[src/rtl/actor_pkg.sv]
// Shared constants and helpers for the actor step sequencer.
// Holds width helper, default sizing and the wrap/saturate policy codes.
package actor_pkg;

  localparam int ACTOR_STEP_COUNT  = 5;
  localparam int ACTOR_NEXT_LENGTH = 3;

  localparam int ACTOR_WRAP = 1;
  localparam int ACTOR_SAT  = 0;

  function automatic int actor_clog2(input int n);
    int r;
    r = 0;
    for (int i = 0; i < 32; i++) begin
      if ((1 << r) < n) r++;
    end
    return r;
  endfunction

  // An index port is never narrower than one bit, even for a single step.
  function automatic int actor_idx_width(input int n);
    return (actor_clog2(n) < 1) ? 1 : actor_clog2(n);
  endfunction

endpackage

[src/rtl/actor_onehot_encoder.sv]
// One-hot to binary index encoder (OR-reduction of set-bit positions).
// Shared by the step sequencer checker and datapath debug taps.
module actor_onehot_encoder
  import actor_pkg::*;
#(
  parameter int N = ACTOR_STEP_COUNT,
  parameter int W = actor_idx_width(ACTOR_STEP_COUNT)
) (
  input  logic [N-1:0] onehot,
  output logic [W-1:0] index
);

  always_comb begin
    index = '0;
    for (int i = 0; i < N; i++) begin
      if (onehot[i]) index = index | W'(i);
    end
  end

endmodule

[src/rtl/actor_step_sequencer.sv]
// One-hot step sequencer with advance, jump, wrap/saturate and iteration count.
// Optional one-hot integrity checker: define ACTOR_SEQ_ONEHOT_CHECK_EN.
module actor_step_sequencer
  import actor_pkg::*;
#(
  parameter int STEP_COUNT  = ACTOR_STEP_COUNT,
  parameter int NEXT_LENGTH = ACTOR_NEXT_LENGTH,
  parameter int IDX_WIDTH   = actor_idx_width(ACTOR_STEP_COUNT),
  parameter int ITER_WIDTH  = 8,
  parameter int WRAP_MODE   = ACTOR_WRAP
) (
  input  logic                   clock,
  input  logic                   reset,
  input  logic                   advance,
  input  logic [NEXT_LENGTH-1:0] next,
  input  logic                   jump,
  input  logic [IDX_WIDTH-1:0]   jump_index,
  output logic [STEP_COUNT-1:0]  state,
  output logic [IDX_WIDTH-1:0]   step_index,
  output logic                   at_last,
  output logic                   wrapped,
  output logic                   jump_err,
  output logic [ITER_WIDTH-1:0]  iter_count,
  output logic                   onehot_err
);

  localparam int SUMW = IDX_WIDTH + NEXT_LENGTH + 1;
  localparam logic [SUMW-1:0] COUNT = SUMW'(STEP_COUNT);
  localparam logic [IDX_WIDTH-1:0] LAST_IDX = IDX_WIDTH'(STEP_COUNT - 1);
  localparam logic [STEP_COUNT-1:0] FIRST = STEP_COUNT'(1);
  localparam logic AT_LAST_RST = (STEP_COUNT == 1);

  logic [STEP_COUNT-1:0] state_q, state_d;
  logic [IDX_WIDTH-1:0]  idx_q, idx_d;
  logic                  at_last_q, at_last_d;
  logic                  wrapped_q, wrapped_d;
  logic                  jump_err_q, jump_err_d;
  logic [ITER_WIDTH-1:0] iter_q, iter_d;
  logic [IDX_WIDTH-1:0]  cur_idx, next_idx;
  logic [SUMW-1:0]       sum, jump_ext;

  actor_onehot_encoder #(
    .N (STEP_COUNT),
    .W (IDX_WIDTH)
  ) u_enc (
    .onehot (state_q),
    .index  (cur_idx)
  );

`ifdef ACTOR_SEQ_ONEHOT_CHECK_EN
  logic onehot_err_q, onehot_err_d;
  logic onehot_ok;

  // Re-encoding the decoded index reproduces state only for a legal one-hot.
  assign onehot_ok = (state_q == (FIRST << cur_idx));
`endif

  always_comb begin
    sum        = SUMW'(cur_idx) + SUMW'(next);
    jump_ext   = SUMW'(jump_index);
    next_idx   = cur_idx;
    wrapped_d  = 1'b0;
    jump_err_d = 1'b0;
    iter_d     = iter_q;
    if (jump) begin
      if (jump_ext < COUNT) next_idx = jump_index;
      else jump_err_d = 1'b1;
    end else if (advance) begin
      if (sum < COUNT) begin
        next_idx = IDX_WIDTH'(sum);
      end else if (WRAP_MODE == ACTOR_WRAP) begin
        next_idx  = IDX_WIDTH'(sum % COUNT);
        wrapped_d = 1'b1;
        iter_d    = iter_q + ITER_WIDTH'(1);
      end else begin
        next_idx  = LAST_IDX;
        wrapped_d = 1'b1;
      end
    end
    idx_d     = next_idx;
    state_d   = FIRST << next_idx;
    at_last_d = (next_idx == LAST_IDX);
`ifdef ACTOR_SEQ_ONEHOT_CHECK_EN
    onehot_err_d = onehot_err_q | ~onehot_ok;
    if (!onehot_ok) begin
      idx_d      = '0;
      state_d    = FIRST;
      at_last_d  = AT_LAST_RST;
      wrapped_d  = 1'b0;
      jump_err_d = 1'b0;
      iter_d     = iter_q;
    end
`endif
  end

  always_ff @(posedge clock or posedge reset) begin
    if (reset) begin
      state_q    <= FIRST;
      idx_q      <= '0;
      at_last_q  <= AT_LAST_RST;
      wrapped_q  <= 1'b0;
      jump_err_q <= 1'b0;
      iter_q     <= '0;
    end else begin
      state_q    <= state_d;
      idx_q      <= idx_d;
      at_last_q  <= at_last_d;
      wrapped_q  <= wrapped_d;
      jump_err_q <= jump_err_d;
      iter_q     <= iter_d;
    end
  end

`ifdef ACTOR_SEQ_ONEHOT_CHECK_EN
  always_ff @(posedge clock or posedge reset) begin
    if (reset) onehot_err_q <= 1'b0;
    else onehot_err_q <= onehot_err_d;
  end

  assign onehot_err = onehot_err_q;
`else
  assign onehot_err = 1'b0;
`endif

  assign state      = state_q;
  assign step_index = idx_q;
  assign at_last    = at_last_q;
  assign wrapped    = wrapped_q;
  assign jump_err   = jump_err_q;
  assign iter_count = iter_q;

endmodule

[config.mk]
export PLATFORM = sky130hd
export DESIGN_NAME = actor_step_sequencer
export DESIGN_NICKNAME = d
export VERILOG_FILES = /design/src/rtl/actor_pkg.sv /design/src/rtl/actor_onehot_encoder.sv /design/src/rtl/actor_step_sequencer.sv
export SDC_FILE = /design/constraint.sdc
export NUM_CORES = 1
export LEC_CHECK = 0
export ABC_AREA = 1
export BUFFER_PORTS_ARGS = -buffer_cell sky130_fd_sc_hd__buf_2
export CAP_MARGIN = 10
export CORE_MARGIN = 4
export CORE_UTILIZATION = 47
export CTS_CLUSTER_SIZE = 40
export DETAILED_ROUTE_END_ITERATION = 6
export PLACE_DENSITY = 0.75
export SYNTH_ARGS = -nofsm -noshare
export SYNTH_HDL_FRONTEND = slang
export SYNTH_SLANG_ARGS = --single-unit
[constraint.sdc]
create_clock -name clock -period 2.4 [get_ports clock]
set_input_delay 0.12 -clock clock [delete_from_list [all_inputs] [get_ports clock]]
set_output_delay 0.12 -clock clock [all_outputs]
set_load 0.02 [all_outputs]
# After elaboration in Yosys (flattened, before gate mapping)
# Index checks and enable logic that the tools add are counted.
dict set report op_classes {
  addsub 2
  div 1
  n_lt_le_gt_ge 2
  n_eq_ne 1
  n_shift 1
  mux 13
  n_bitwise 2
  reduce_logical 1
}
# operator n
set ops {}
lappend ops {{3-bit two-way mux} 5}
lappend ops {{8-bit by 1-bit adder with 8-bit output, second input constant} 1}
lappend ops {{7-bit by 3-bit remainder unit with 7-bit output, second input constant} 1}
lappend ops {{1-bit two-way mux} 6}
lappend ops {{1-bit by 3-bit << shifter with 5-bit output, first input constant} 1}
lappend ops {{3-bit by 3-bit adder with 4-bit output} 1}
lappend ops {{4-bit by 3-bit less-than comparator with 1-bit output, second input constant} 1}
lappend ops {{2-bit two-way mux} 2}
lappend ops {{3-bit == test, second input constant} 1}
lappend ops {{3-bit less-than comparator, second input constant} 1}
lappend ops {{3-bit AND reduction} 1}
lappend ops {{1-bit NOT} 2}
dict set report word_totals {
  regBits 19
  in_bits 10
  output_inout_bits 20
  word_cells 29
}

# Longest topological paths before layout
# Gate-level depths: netlist of run 1.
dict set report logic_depth {
  depth_word 10
  depth_mapped 23
  mapped_depth_nobuf 23
}

# Modules after synthesis
# From an unflattened synthesis of run 1, not the netlist that was laid out.
dict set report unflattened {
  hier_cells 150
  area_unflattened_um2 1181.1
}
# mod n_inst cells_each area_each_um2 seq_area_each_um2
set modules_own_cells {}
lappend modules_own_cells {actor_step_sequencer 1 144 1154.9 451.7}
lappend modules_own_cells {actor_onehot_encoder 1 6 26.3 0.0}

# Worst setup path after synthesis of run 1
# Ideal clock, no wire load.
dict set report synth_path {
  kind {flip-flop to flip-flop}
  start {reg state_q[3], in the netlist state[3]}
  end {reg state_q[2], in the netlist state[2]}
  arrival_time_ns 2.429
  required_ns 2.287
  slack_ns -0.141
  path_stages_with_launch 20
  path_buffers 0
  period_less_slack_ns 2.541
  cell_sequence {dfrtp_1 nor2_1 inv_1 ha_1 inv_1 fa_1 inv_1 ha_1 nor2_1 a21oi_2 nand2_2 nand2_2 nand2_1 nand2_1 nand2_1 nand2_2 nand2_2 nand2_4 nand2_1 inv_1}
}
dict set report synth_via {
  elab_chain_len 8
  elab_cells_between_ends 10
  cone_classes {add/sub: 1; div: 1; order compare: 1; shift: 1; mux: 6}
}
# element line_no
set synth_rtl {}
lappend synth_rtl {{from (decl)} actor_step_sequencer.sv:33} ;# logic [STEP_COUNT-1:0] state_q, state_d;
lappend synth_rtl {{from (signal assigned)} actor_step_sequencer.sv:105} ;# state_q <= state_d;
lappend synth_rtl {{2-bit two-way mux (*)} actor_onehot_encoder.sv:16} ;# if (onehot[i]) index = index | W'(i);
lappend synth_rtl {{3-bit two-way mux (*)} actor_onehot_encoder.sv:16}
lappend synth_rtl {{3-bit by 3-bit adder with 4-bit output} actor_step_sequencer.sv:59} ;# sum = SUMW'(cur_idx) + SUMW'(next);
lappend synth_rtl {{7-bit by 3-bit remainder unit with 7-bit output / 4-bit by 3-bit less-than comparator with 1-bit output (equally long branches)} {actor_step_sequencer.sv:72, actor_step_sequencer.sv:69}}
lappend synth_rtl {{3-bit two-way mux} actor_step_sequencer.sv:69} ;# if (sum < COUNT) begin
lappend synth_rtl {{3-bit two-way mux} actor_step_sequencer.sv:68} ;# end else if (advance) begin
lappend synth_rtl {{3-bit two-way mux (*)} actor_step_sequencer.sv:65} ;# if (jump) begin
lappend synth_rtl {{named net idx_d[1]} actor_step_sequencer.sv:34} ;# logic [IDX_WIDTH-1:0] idx_q, idx_d;
lappend synth_rtl {{1-bit by 3-bit << shifter with 5-bit output (*)} actor_step_sequencer.sv:81} ;# state_d = FIRST << next_idx;
lappend synth_rtl {{named net state_d[2]} actor_step_sequencer.sv:33}
# Mark *: on every way through the listed nets, which the timed path passes. The rest lies on a longest branch.
# A chain may end at the register's enable or synchronous reset.

# Final worst setup path of run 1
dict set report layout_path {
  start {reg state_q[3], in the netlist state[3]}
  end {reg at_last_q, in the netlist at_last}
}
dict set report layout_via {
  elab_chain_len 8
  elab_cells_between_ends 10
  cone_classes {add/sub: 1; div: 1; order compare: 1; eq/ne: 1; mux: 6}
}
# element line_no
set layout_rtl {}
lappend layout_rtl {{2-bit two-way mux (*)} actor_onehot_encoder.sv:16}
lappend layout_rtl {{3-bit two-way mux (*)} actor_onehot_encoder.sv:16}
lappend layout_rtl {{3-bit by 3-bit adder with 4-bit output} actor_step_sequencer.sv:59}
lappend layout_rtl {{7-bit by 3-bit remainder unit with 7-bit output / 4-bit by 3-bit less-than comparator with 1-bit output (equally long branches)} {actor_step_sequencer.sv:72, actor_step_sequencer.sv:69}}
lappend layout_rtl {{3-bit two-way mux} actor_step_sequencer.sv:69}
lappend layout_rtl {{3-bit two-way mux} actor_step_sequencer.sv:68}
lappend layout_rtl {{3-bit two-way mux (*)} actor_step_sequencer.sv:65}
lappend layout_rtl {{named net idx_d[1]} actor_step_sequencer.sv:34}
lappend layout_rtl {{3-bit == test (*)} actor_step_sequencer.sv:82} ;# at_last_d = (next_idx == LAST_IDX);
lappend layout_rtl {{named net at_last_d} actor_step_sequencer.sv:35} ;# logic at_last_q, at_last_d;
lappend layout_rtl {{to (signal assigned)} actor_step_sequencer.sv:107} ;# at_last_q <= at_last_d;
lappend layout_rtl {{to (decl)} actor_step_sequencer.sv:35}
# Marks and branches as above.

==> impl_metrics.env, run 1 <==
export IMPL_viasPerCell=4.93
export IMPL_core_mm2=0.00230
export IMPL_status="finished, violations left"
export IMPL_min_period_over_period_pct=107
export IMPL_place_inst=209
export IMPL_die_w_um=57.8
export IMPL_clock_path_buffers=2
export IMPL_wl_um=2980
export IMPL_fin_area_mm2=0.00168
export IMPL_finalWeightedCongestion=0.834
export IMPL_slew_headroom_pct=56.2
export IMPL_final_cells=226
export IMPL_die_area_mm2=0.00334
export IMPL_cts_sinks=18
export IMPL_antenna_diode_count=0
export IMPL_dp_hpwl_um=1980
export IMPL_placed_area_mm2=0.00142
export IMPL_leakagePower_nw=0.922
export IMPL_pin_count=30
export IMPL_ys_warn_count=0
export IMPL_buffer_ports_inserted=28
export IMPL_hold_viol_final=0
export IMPL_fin_nets=216
export IMPL_crit_path_start_kind="flip-flop"
export IMPL_overflow=0
export IMPL_cp_required_ns=2.59
export IMPL_cts_max_level=1
export IMPL_vias=1114
export IMPL_finalSetupTns_ns=-1.24
export IMPL_powerDensity_mw_per_mm2=1540
export IMPL_synth_fp_nets=161
export IMPL_grt_total_usage_pct=16.4
export IMPL_post_synth_num_cell_types=25
export IMPL_grt_pass1_wl_um=4330
export IMPL_netlist_instances=144
export IMPL_final_setup_worst_slack_ns=-0.172
export IMPL_min_period_ns=2.57
export IMPL_arrival_ns=2.76
export IMPL_cts_tree="yes"
export IMPL_tightest_slew_ns=0.656
export IMPL_fin_skew_ns=0.00423
export IMPL_cts_buffers=3
export IMPL_avgSynthCellArea_um2=8.11
export IMPL_reg2regPathDepth=21
export IMPL_synth_edf_count=0
export IMPL_slew_violations=0
export IMPL_cts_clk_slew_worst_paths_ns=0.09
export IMPL_drive_gt1_share_pct=54.0
export IMPL_setup_viol=12
export IMPL_wire_per_inst_um=13.2
export IMPL_rsz0062_at_grt="yes"
export IMPL_critical_path_max_fanout=5
export IMPL_antenna_found_initial=0
export IMPL_area_growth_pct=43.9
export IMPL_path_class="reg -> reg"
export IMPL_synth_area_mm2=0.00117
export IMPL_ir_drop_mv=1.03
export IMPL_whs_path_depth=3
export IMPL_drtIter0Drc=27
export IMPL_drc_errors=0
export IMPL_synth_flop_cell="dfrtp_1"
export IMPL_seq_area_frac_synth_pct=38.7
export IMPL_initial_core_util_pct=50.8
export IMPL_grt_max_degree=19
export IMPL_end_kind="flip-flop"
export IMPL_hold_path_class="in -> reg"
export IMPL_grt_pass1_vias=1044
export IMPL_row_count=17
export IMPL_cts_root_buf="clkbuf_4"
export IMPL_power_total_mw=2.59
export IMPL_max_cap_violations=0
export IMPL_first_pass_iters=4
export IMPL_ys_seq_elements=18
export IMPL_die_h_um=57.8
export IMPL_dp_slack_ns=-0.0849
export IMPL_antenna_left=0
export IMPL_clk_latency_ns=0.29
export IMPL_violations="setup timing"
export IMPL_fmax_mhz=389
export IMPL_ys_async_sr_fraction_pct=100
cell usage in the layout, fill, tap and decap left out:
cell and instances:
nand2_2 9, dfrtp_2 2, buf_6 3, o21ai_2 1, inv_2 7, xor2_1 5
nor2_1 8, clkbuf_8 1, nor2_2 7, nor2_4 3, nor3_1 1, conb_1 1
dfrtp_1 15, dfstp_2 1, buf_4 20, a21oi_1 5, fa_2 1, o21ai_0 1
buf_2 28, nand4_4 1, ha_4 2, nand3_1 8, xnor2_1 2, nand2_4 6
nor4_2 1, inv_4 1, dlygate4sd3_1 1, nand2_1 23, a21oi_2 4, inv_1 17
ha_1 4, nor3_4 1, clkbuf_4 3, nand3_2 5
critical path, cell delays in order (launching register included):
cell,delay [ns]
dfrtp_2,0.40
nor2_4,0.04
inv_2,0.07
ha_4,0.14
inv_2,0.04
fa_2,0.41
inv_2,0.07
nand2_2,0.07
nand2_4,0.08
inv_4,0.04
ha_4,0.25
nor2_2,0.03
a21oi_2,0.15
nand2_2,0.11
nand2_2,0.09
nand2_1,0.06
nand2_1,0.05
nand2_1,0.05
nand2_2,0.09
nand2_2,0.06
nand2_4,0.11
nor2_2,0.04
layout make-up:
| type | instances | area, um2 |
|---|---|---|
| well taps | 28 | 35.0 |
| multi-input cells | 99 | 724 |
| repair buffers | 52 | 334 |
| clock buffers | 4 | 36.3 |
| fillers | 174 | 617 |
| flip-flops and latches | 18 | 454 |
| inverters | 25 | 96.3 |
per-layer routing:
| layer | track usage [%] | part of all wire [%] | routed length [um] | up-vias |
|---|---|---|---|---|
| met5 | 0 | 0 | 0 | - |
| met4 | 0.993 | 1.1 | 33 | 0 |
| met3 | 4.68 | 5.1 | 151 | 4 |
| met2 | 29.0 | 54 | 1610 | 27 |
| met1 | 20.9 | 40 | 1180 | 535 |
| li1 | - | - | - | 548 |
registers in the layout (all words and copies together) (netlist names):
name and count:
iter_count 8, state 4, step_index 3, at_last 1, jump_err 1, wrapped 1
kinds of logic (layout without fill, tap and decap cells):
| kind of cell | after synthesis | after routing | synth area share [%] |
|---|---|---|---|
| AO/OA/AOI/OAI | 11 | 11 | 6.00 |
| XOR/XNOR | 7 | 7 | 5.25 |
| flip-flops | 18 | 18 | 38.7 |
| adder cells (fa/ha/maj) | 7 | 7 | 8.15 |
| buffers and inverters | 27 | 81 | 9.54 |
| other | 1 | 1 | 0.321 |
| AND/OR/NAND/NOR | 73 | 73 | 32.0 |
power by group:
group / total (mW) / internal (mW) / leakage (nW) / switching (mW)
registers: 0.518 / 0.411 / 0.225 / 0.107
logic: 1.90 / 0.820 / 0.675 / 1.08
clock network: 0.179 / 0.0924 / 0.0210 / 0.0869
total: 2.59 / 1.32 / 0.922 / 1.27
synthesized netlist by cell type (2+ instances only):
master   number  area share, %
nand2_1      27            8.7
inv_1        24            7.7
dfrtp_1      17             36
nor2_1       16            5.1
nand3_1      11            4.7
nand2_2       9            4.8
a21oi_1       6            2.6
ha_1          6            6.4
xor2_1        5            3.8
a21oi_2       3            2.3
buf_4         2            1.3
nand2_4       2            1.9
nand3_2       2            1.7
nor2_2        2            1.1
xnor2_1       2            1.5
stage by stage:
| stage | util (%) | hold slack [ns] |
|---|---|---|
| floorplan | - | 0.0577 |
| global placement | 61.8 | 0.227 |
| detailed placement | 61.8 | 0.238 |
| CTS | 67.0 | 0.0853 |
| global route | 73.1 | 0.143 |
| finish | 73.1 | 0.152 |
final timing paths:
path	start	endpoint	slack (ns)
setup / recovery	state[3]	at_last	-0.17
hold / removal	jump_index[2]	step_index[2]	0.15
setup reg to reg	state[3]	at_last	-0.17
hold reg to reg	iter_count[7]	iter_count[7]	0.48
max in group asynchronous	reset	state[1]	1.47
min in group asynchronous	reset	wrapped	0.46
timing repair:
item,in CTS,in global routing
pin swaps,4,13
hold endpoints to repair,17,0
setup endpoints to repair,8,14
buffers inserted,6,6
hold buffers,1,0
resized for setup,8,25
cloned,0,0
(Power assumes the default switching activity.)
==> inputs of run 2 (changes only) <==
--- a/config.mk
+++ b/config.mk
@@ -6,13 +6,13 @@
 export NUM_CORES = 1
 export LEC_CHECK = 0
 export ABC_AREA = 1
-export BUFFER_PORTS_ARGS = -buffer_cell sky130_fd_sc_hd__buf_2
 export CAP_MARGIN = 10
 export CORE_MARGIN = 4
-export CORE_UTILIZATION = 47
+export CORE_UTILIZATION = 60
 export CTS_CLUSTER_SIZE = 40
 export DETAILED_ROUTE_END_ITERATION = 6
-export PLACE_DENSITY = 0.75
+export DONT_BUFFER_PORTS = 1
+export PLACE_DENSITY = 0.76
 export SYNTH_ARGS = -nofsm -noshare
 export SYNTH_HDL_FRONTEND = slang
 export SYNTH_SLANG_ARGS = --single-unit
==> constraint.sdc (replaced) <==
create_clock -name clock -period 2.8 [get_ports clock]
set_input_delay 0.14 -clock clock [delete_from_list [all_inputs] [get_ports clock]]
set_output_delay 0.14 -clock clock [all_outputs]
set_load 0.02 [all_outputs]
==> impl_metrics.env, run 2 (synthesis results as in run 1) <==
export IMPL_rr_startpoint="state[3]"
export IMPL_end_kind="flip-flop"
export IMPL_leakagePower_nw=0.687
export IMPL_min_period_ns=2.58
export IMPL_tightest_slew_ns=0.643
export IMPL_path_buf_inv=4
export IMPL_antenna_left=0
export IMPL_buffer_ports_inserted=0
export IMPL_holdCritStartpoint="jump"
export IMPL_whs_endpoint="step_index[2]"
export IMPL_slowest_stage="fa_2"
export IMPL_wl_um=2130
export IMPL_area_growth_pct=8.36
export IMPL_die_h_um=52.1
export IMPL_n_fill_cell=142
export IMPL_finalWeightedCongestion=0.813
export IMPL_antenna_diode_count=0
export IMPL_status="finished, final reports clean"
export IMPL_regArea_um2=452
export IMPL_crit_path_frequent_cell="nand2_2"
export IMPL_vias=877
export IMPL_multi_input_area_um2=607
export IMPL_cts_max_level=1
export IMPL_clock_path_buffers=2
export IMPL_final_common_cell="nand2_1"
export IMPL_core_mm2=0.00178
export IMPL_placed_area_mm2=0.00121
export IMPL_pin_count=30
export IMPL_drive_gt1_share_pct=21.9
export IMPL_dp_hpwl_um=1790
export IMPL_grt_pass1_wl_um=3700
export IMPL_clk_latency_ns=0.28
export IMPL_finalSetupTns_ns=0
export IMPL_cts_root_buf="clkbuf_4"
export IMPL_hold_viol_final=0
export IMPL_powerDensity_mw_per_mm2=1270
export IMPL_drtIter0Drc=9
export IMPL_cts_tree="yes"
export IMPL_critical_path_max_fanout=5
export IMPL_slew_headroom_pct=57.1
export IMPL_final_cell_mix="nand2_1 (27), inv_1 (23), dfrtp_1 (17), nor2_1 (16), nand3_1 (11)"
export IMPL_die_w_um=52.1
export IMPL_fmax_mhz=388
export IMPL_min_period_over_period_pct=92.0
export IMPL_max_cap_violations=0
export IMPL_setup_viol=0
export IMPL_cts_sinks=18
export IMPL_utilization_pct=70.9
export IMPL_final_cells=176
export IMPL_r2r_setup_slack_ns=0.22
export IMPL_grt_max_degree=19
export IMPL_cts_clk_slew_worst_paths_ns=0.09
export IMPL_place_inst=170
export IMPL_cp_required_ns=3.03
export IMPL_overflow=0
export IMPL_wire_per_inst_um=12.1
export IMPL_die_area_mm2=0.00272
export IMPL_grt_total_usage_pct=18.2
export IMPL_largest_reg_flops=8
export IMPL_whs_path_depth=2
export IMPL_reg2regPathDepth=18
export IMPL_antenna_found_initial=0
export IMPL_grt_pass1_vias=868
export IMPL_crit_chain="nor2_1 -> inv_1 -> ha_1 -> inv_1 -> fa_2 -> inv_2 -> ha_1 -> nor2_1 -> a21oi_2 -> nand2_2 -> nand2_2 -> nand2_1 -> nand3_2 -> nand2_2 -> nand2_2 -> nor2_1 -> nand2_1 -> inv_1"
export IMPL_max_stage_delay_ns=0.49
export IMPL_drc_errors=0
export IMPL_fin_nets=169
export IMPL_fin_area_mm2=0.00126
export IMPL_row_count=15
export IMPL_rsz0062_at_grt="no"
export IMPL_first_pass_iters=4
export IMPL_slew_violations=0
export IMPL_initial_core_util_pct=65.5
export IMPL_crit_family="adder cells"
export IMPL_crit_path_start_kind="flip-flop"
export IMPL_hold_path_class="in -> reg"
export IMPL_cts_buffers=3
export IMPL_fin_skew_ns=0.00139
export IMPL_path_class="reg -> reg"
export IMPL_viasPerCell=4.98
export IMPL_reg2reg_to="state[2]"
export IMPL_ir_drop_mv=0.786
export IMPL_arrival_ns=2.81
==> run 2: layout make-up <==
cell class,instances,share of cell area [%]
tap,25,2.47
sequential,18,35.7
inverter,25,7.62
timing repair buffer,5,3.36
clock buffer,4,2.87
multi-input combinational,99,48.0
==> run 2: per-layer routing <==
layer / global-route usage, % / wire length (um)
met2: 29.5 / 1020
met3: 5.44 / 136
met4: 4.80 / 12
met1: 23.3 / 961
met5: 0 / 0
==> run 2: how the worst max path moves through the flow <==
stage	startpoint	endpoint	cells after the start
6_report	state[3]	state[2]	18
5_1_grt	state[1]	state[1]	18
4_1_cts	state[3]	state[2]	18
3_5_place_dp	state[3]	state[2]	18
3_3_place_gp	state[3]	at_last	18
2_1_floorplan	state[3]	state[2]	19
==> run 2: through the flow <==
step                total power, mW  hold WS, ns  setup WS, ns
finish                         1.60       0.0416         0.224
CTS                            1.61       0.0343         0.152
global placement               1.40        0.136         0.252
detailed placement             1.45        0.153         0.176
floorplan                      1.27       0.0778         0.259
global route                   1.77       0.0486        0.0180
==> run 2: timing repair <==
item / CTS / global route
gates resized for setup: 0 / 2
endpoints found under the hold margin: 18 / 0
buffers inserted: 0 / 0
hold buffers: 2 / 0
setup endpoints to repair: 0 / 5
==> run 2: where the power goes <==
part | switching [mW] | internal [mW] | leakage, nW
clock | 0.0735 | 0.0791 | 0.0210
combinational | 0.601 | 0.338 | 0.438
sequential | 0.161 | 0.350 | 0.228
total | 0.836 | 0.767 | 0.687
==> inputs of run 3 (changes only) <==
--- a/config.mk
+++ b/config.mk
@@ -8,11 +8,11 @@
 export ABC_AREA = 1
 export CAP_MARGIN = 10
 export CORE_MARGIN = 4
-export CORE_UTILIZATION = 60
+export CORE_UTILIZATION = 55
 export CTS_CLUSTER_SIZE = 40
 export DETAILED_ROUTE_END_ITERATION = 6
 export DONT_BUFFER_PORTS = 1
-export PLACE_DENSITY = 0.76
+export PLACE_DENSITY = 0.7
 export SYNTH_ARGS = -nofsm -noshare
 export SYNTH_HDL_FRONTEND = slang
 export SYNTH_SLANG_ARGS = --single-unit
==> impl_metrics.env, run 3 (synthesis results as in run 1) <==
export IMPL_pwr_share_clk_pct=9.3
export IMPL_cts_buffers=3
export IMPL_fin_nets=171
export IMPL_antenna_found_initial=0
export IMPL_regArea_um2=452
export IMPL_viasPerCell=5.04
export IMPL_overflow=0
export IMPL_core_mm2=0.00198
export IMPL_status="finished, final reports clean"
export IMPL_sw_frac_of_total_pct=51.8
export IMPL_min_period_over_period_pct=90.4
export IMPL_final_cell_mix="nand2_1 (27), inv_1 (22), dfrtp_1 (17), nor2_1 (13), nand3_1 (11)"
export IMPL_crit_family="simple AND/OR/NAND/NOR gates"
export IMPL_buffer_ports_inserted=0
export IMPL_internal_power_uw=815
export IMPL_antenna_diode_count=0
export IMPL_fin_skew_ns=0.00260
export IMPL_drive_gt1_share_pct=26.8
export IMPL_critical_path_max_fanout=4
export IMPL_crit_path_frequent_cell="nand2_2"
export IMPL_pin_count=30
export IMPL_grt_total_usage_pct=18.1
export IMPL_slew_headroom_pct=54.5
export IMPL_first_pass_iters=4
export IMPL_setup_viol=0
export IMPL_hold_path_class="in -> reg"
export IMPL_cts_max_level=1
export IMPL_area_growth_pct=11.9
export IMPL_cts_sinks=18
export IMPL_powerDensity_mw_per_mm2=1300
export IMPL_min_period_ns=2.53
export IMPL_hold_worst_slack_ns=0.0377
export IMPL_crit_chain="nor2_2 -> inv_2 -> ha_4 -> inv_1 -> fa_2 -> inv_1 -> nand2_2 -> nand2_4 -> inv_4 -> ha_1 -> nor2_2 -> a21oi_2 -> nand2_2 -> nand2_2 -> nand2_1 -> nand3_2 -> nand2_2 -> nand2_2 -> nand2_1 -> nor2_1"
export IMPL_dp_hpwl_um=1910
export IMPL_drc_errors=0
export IMPL_multi_input_area_um2=631
export IMPL_die_area_mm2=0.00292
export IMPL_row_count=16
export IMPL_crit_path_start_kind="flip-flop"
export IMPL_ir_drop_mv=0.669
export IMPL_cts_tree="yes"
export IMPL_final_common_cell="nand2_1"
export IMPL_tightest_slew_ns=0.681
export IMPL_clk_latency_ns=0.29
export IMPL_vias=908
export IMPL_grt_max_degree=19
export IMPL_rsz0062_at_grt="no"
export IMPL_max_cap_violations=0
export IMPL_power_switching_uw=877
export IMPL_end_kind="flip-flop"
export IMPL_n_fill_cell=169
export IMPL_wire_per_inst_um=13.1
export IMPL_cts_root_buf="clkbuf_4"
export IMPL_die_w_um=54.1
export IMPL_path_class="reg -> reg"
export IMPL_max_stage_delay_ns=0.39
export IMPL_antenna_left=0
export IMPL_p_comb_share_pct=60.3
export IMPL_slowest_stage="dfrtp_1"
export IMPL_grt_pass1_wl_um=3710
export IMPL_die_h_um=54.1
export IMPL_cp_required_ns=3.03
export IMPL_clock_path_buffers=2
export IMPL_wl_um=2350
export IMPL_drtIter0Drc=15
export IMPL_finalSetupTns_ns=0
export IMPL_hold_viol_final=0
export IMPL_slew_violations=0
export IMPL_leakagePower_nw=0.696
export IMPL_fmax_mhz=395
export IMPL_arrival_ns=2.76
export IMPL_initial_core_util_pct=58.9
export IMPL_path_buf_inv=4
export IMPL_cts_clk_slew_worst_paths_ns=0.10
export IMPL_grt_pass1_vias=874
export IMPL_power_frac_seq_pct=30.4
export IMPL_finalWeightedCongestion=0.757
export IMPL_largest_reg_flops=8
## run 3: changes by cell type in the layout (fill, tap and decap cells not counted), sizes merged
cell	change
buf	+2
## run 3: worst reg2reg max path, stage by stage (launching register included)
cell and delay (ns):
dfrtp_1 0.39, nor2_2 0.05, inv_2 0.07, ha_4 0.13, inv_1 0.05, fa_2 0.39
inv_1 0.07, nand2_2 0.07, nand2_4 0.09, inv_4 0.05, ha_1 0.28, nor2_2 0.04
a21oi_2 0.14, nand2_2 0.10, nand2_2 0.07, nand2_1 0.06, nand3_2 0.07, nand2_2 0.07
nand2_2 0.08, nand2_1 0.08, nor2_1 0.12
## run 3: stage by stage
step                power, mW  util, %  std cells  area, um2  setup WS (ns)
floorplan                1.27        -        144       1170          0.259
global placement         1.40     61.0        172       1210          0.273
detailed placement       1.45     61.0        172       1210          0.157
CTS                      1.62     63.8        178       1260          0.141
global route             1.86     65.9        180       1310         0.0418
finish                   1.69     65.9        180       1310          0.268
## run 3: timing repair
item,CTS,global route
hold buffers,2,0
setup endpoints to repair,0,6
hold endpoints to repair,18,0
resized for setup,0,9
buffers inserted,0,2
## run 3: cell type report
cell class / instances / share of cell area [%]
sequential: 18 / 34.6
timing repair buffer: 7 / 4.41
tap: 27 / 2.59
clock buffer: 4 / 2.78
multi-input combinational: 99 / 48.3
inverter: 25 / 7.38
## run 3: power groups by stage
stage               sequential, mW  clock, mW  combinational [mW]
floorplan                    0.525          0               0.743
global route                 0.527      0.171                1.16
finish                       0.514      0.157                1.02
detailed placement           0.519          0               0.934
CTS                          0.515      0.164               0.939
global placement             0.516          0               0.887
## run 3: worst paths after layout
kind | start | end | slack, ns | cells past startpoint
max in group asynchronous | reset | iter_count[0] | 1.97 | 2
setup reg to reg | state[1] | state[3] | 0.27 | 20
min in group asynchronous | reset | step_index[0] | 0.40 | 2
hold reg to reg | iter_count[7] | iter_count[7] | 0.64 | 1
setup / recovery | state[1] | state[3] | 0.27 | 20
hold / removal | jump | step_index[2] | 0.04 | 2
## run 3: metal layers
metal	vias to the layer above	wire, um	GRT usage, %	part of all wire (%)
li1	464	-	-	-
met1	415	891	20.0	38
met2	24	1240	32.1	53
met3	5	190	6.93	8.1
met4	0	27	4.98	1.1
met5	-	0	0	0
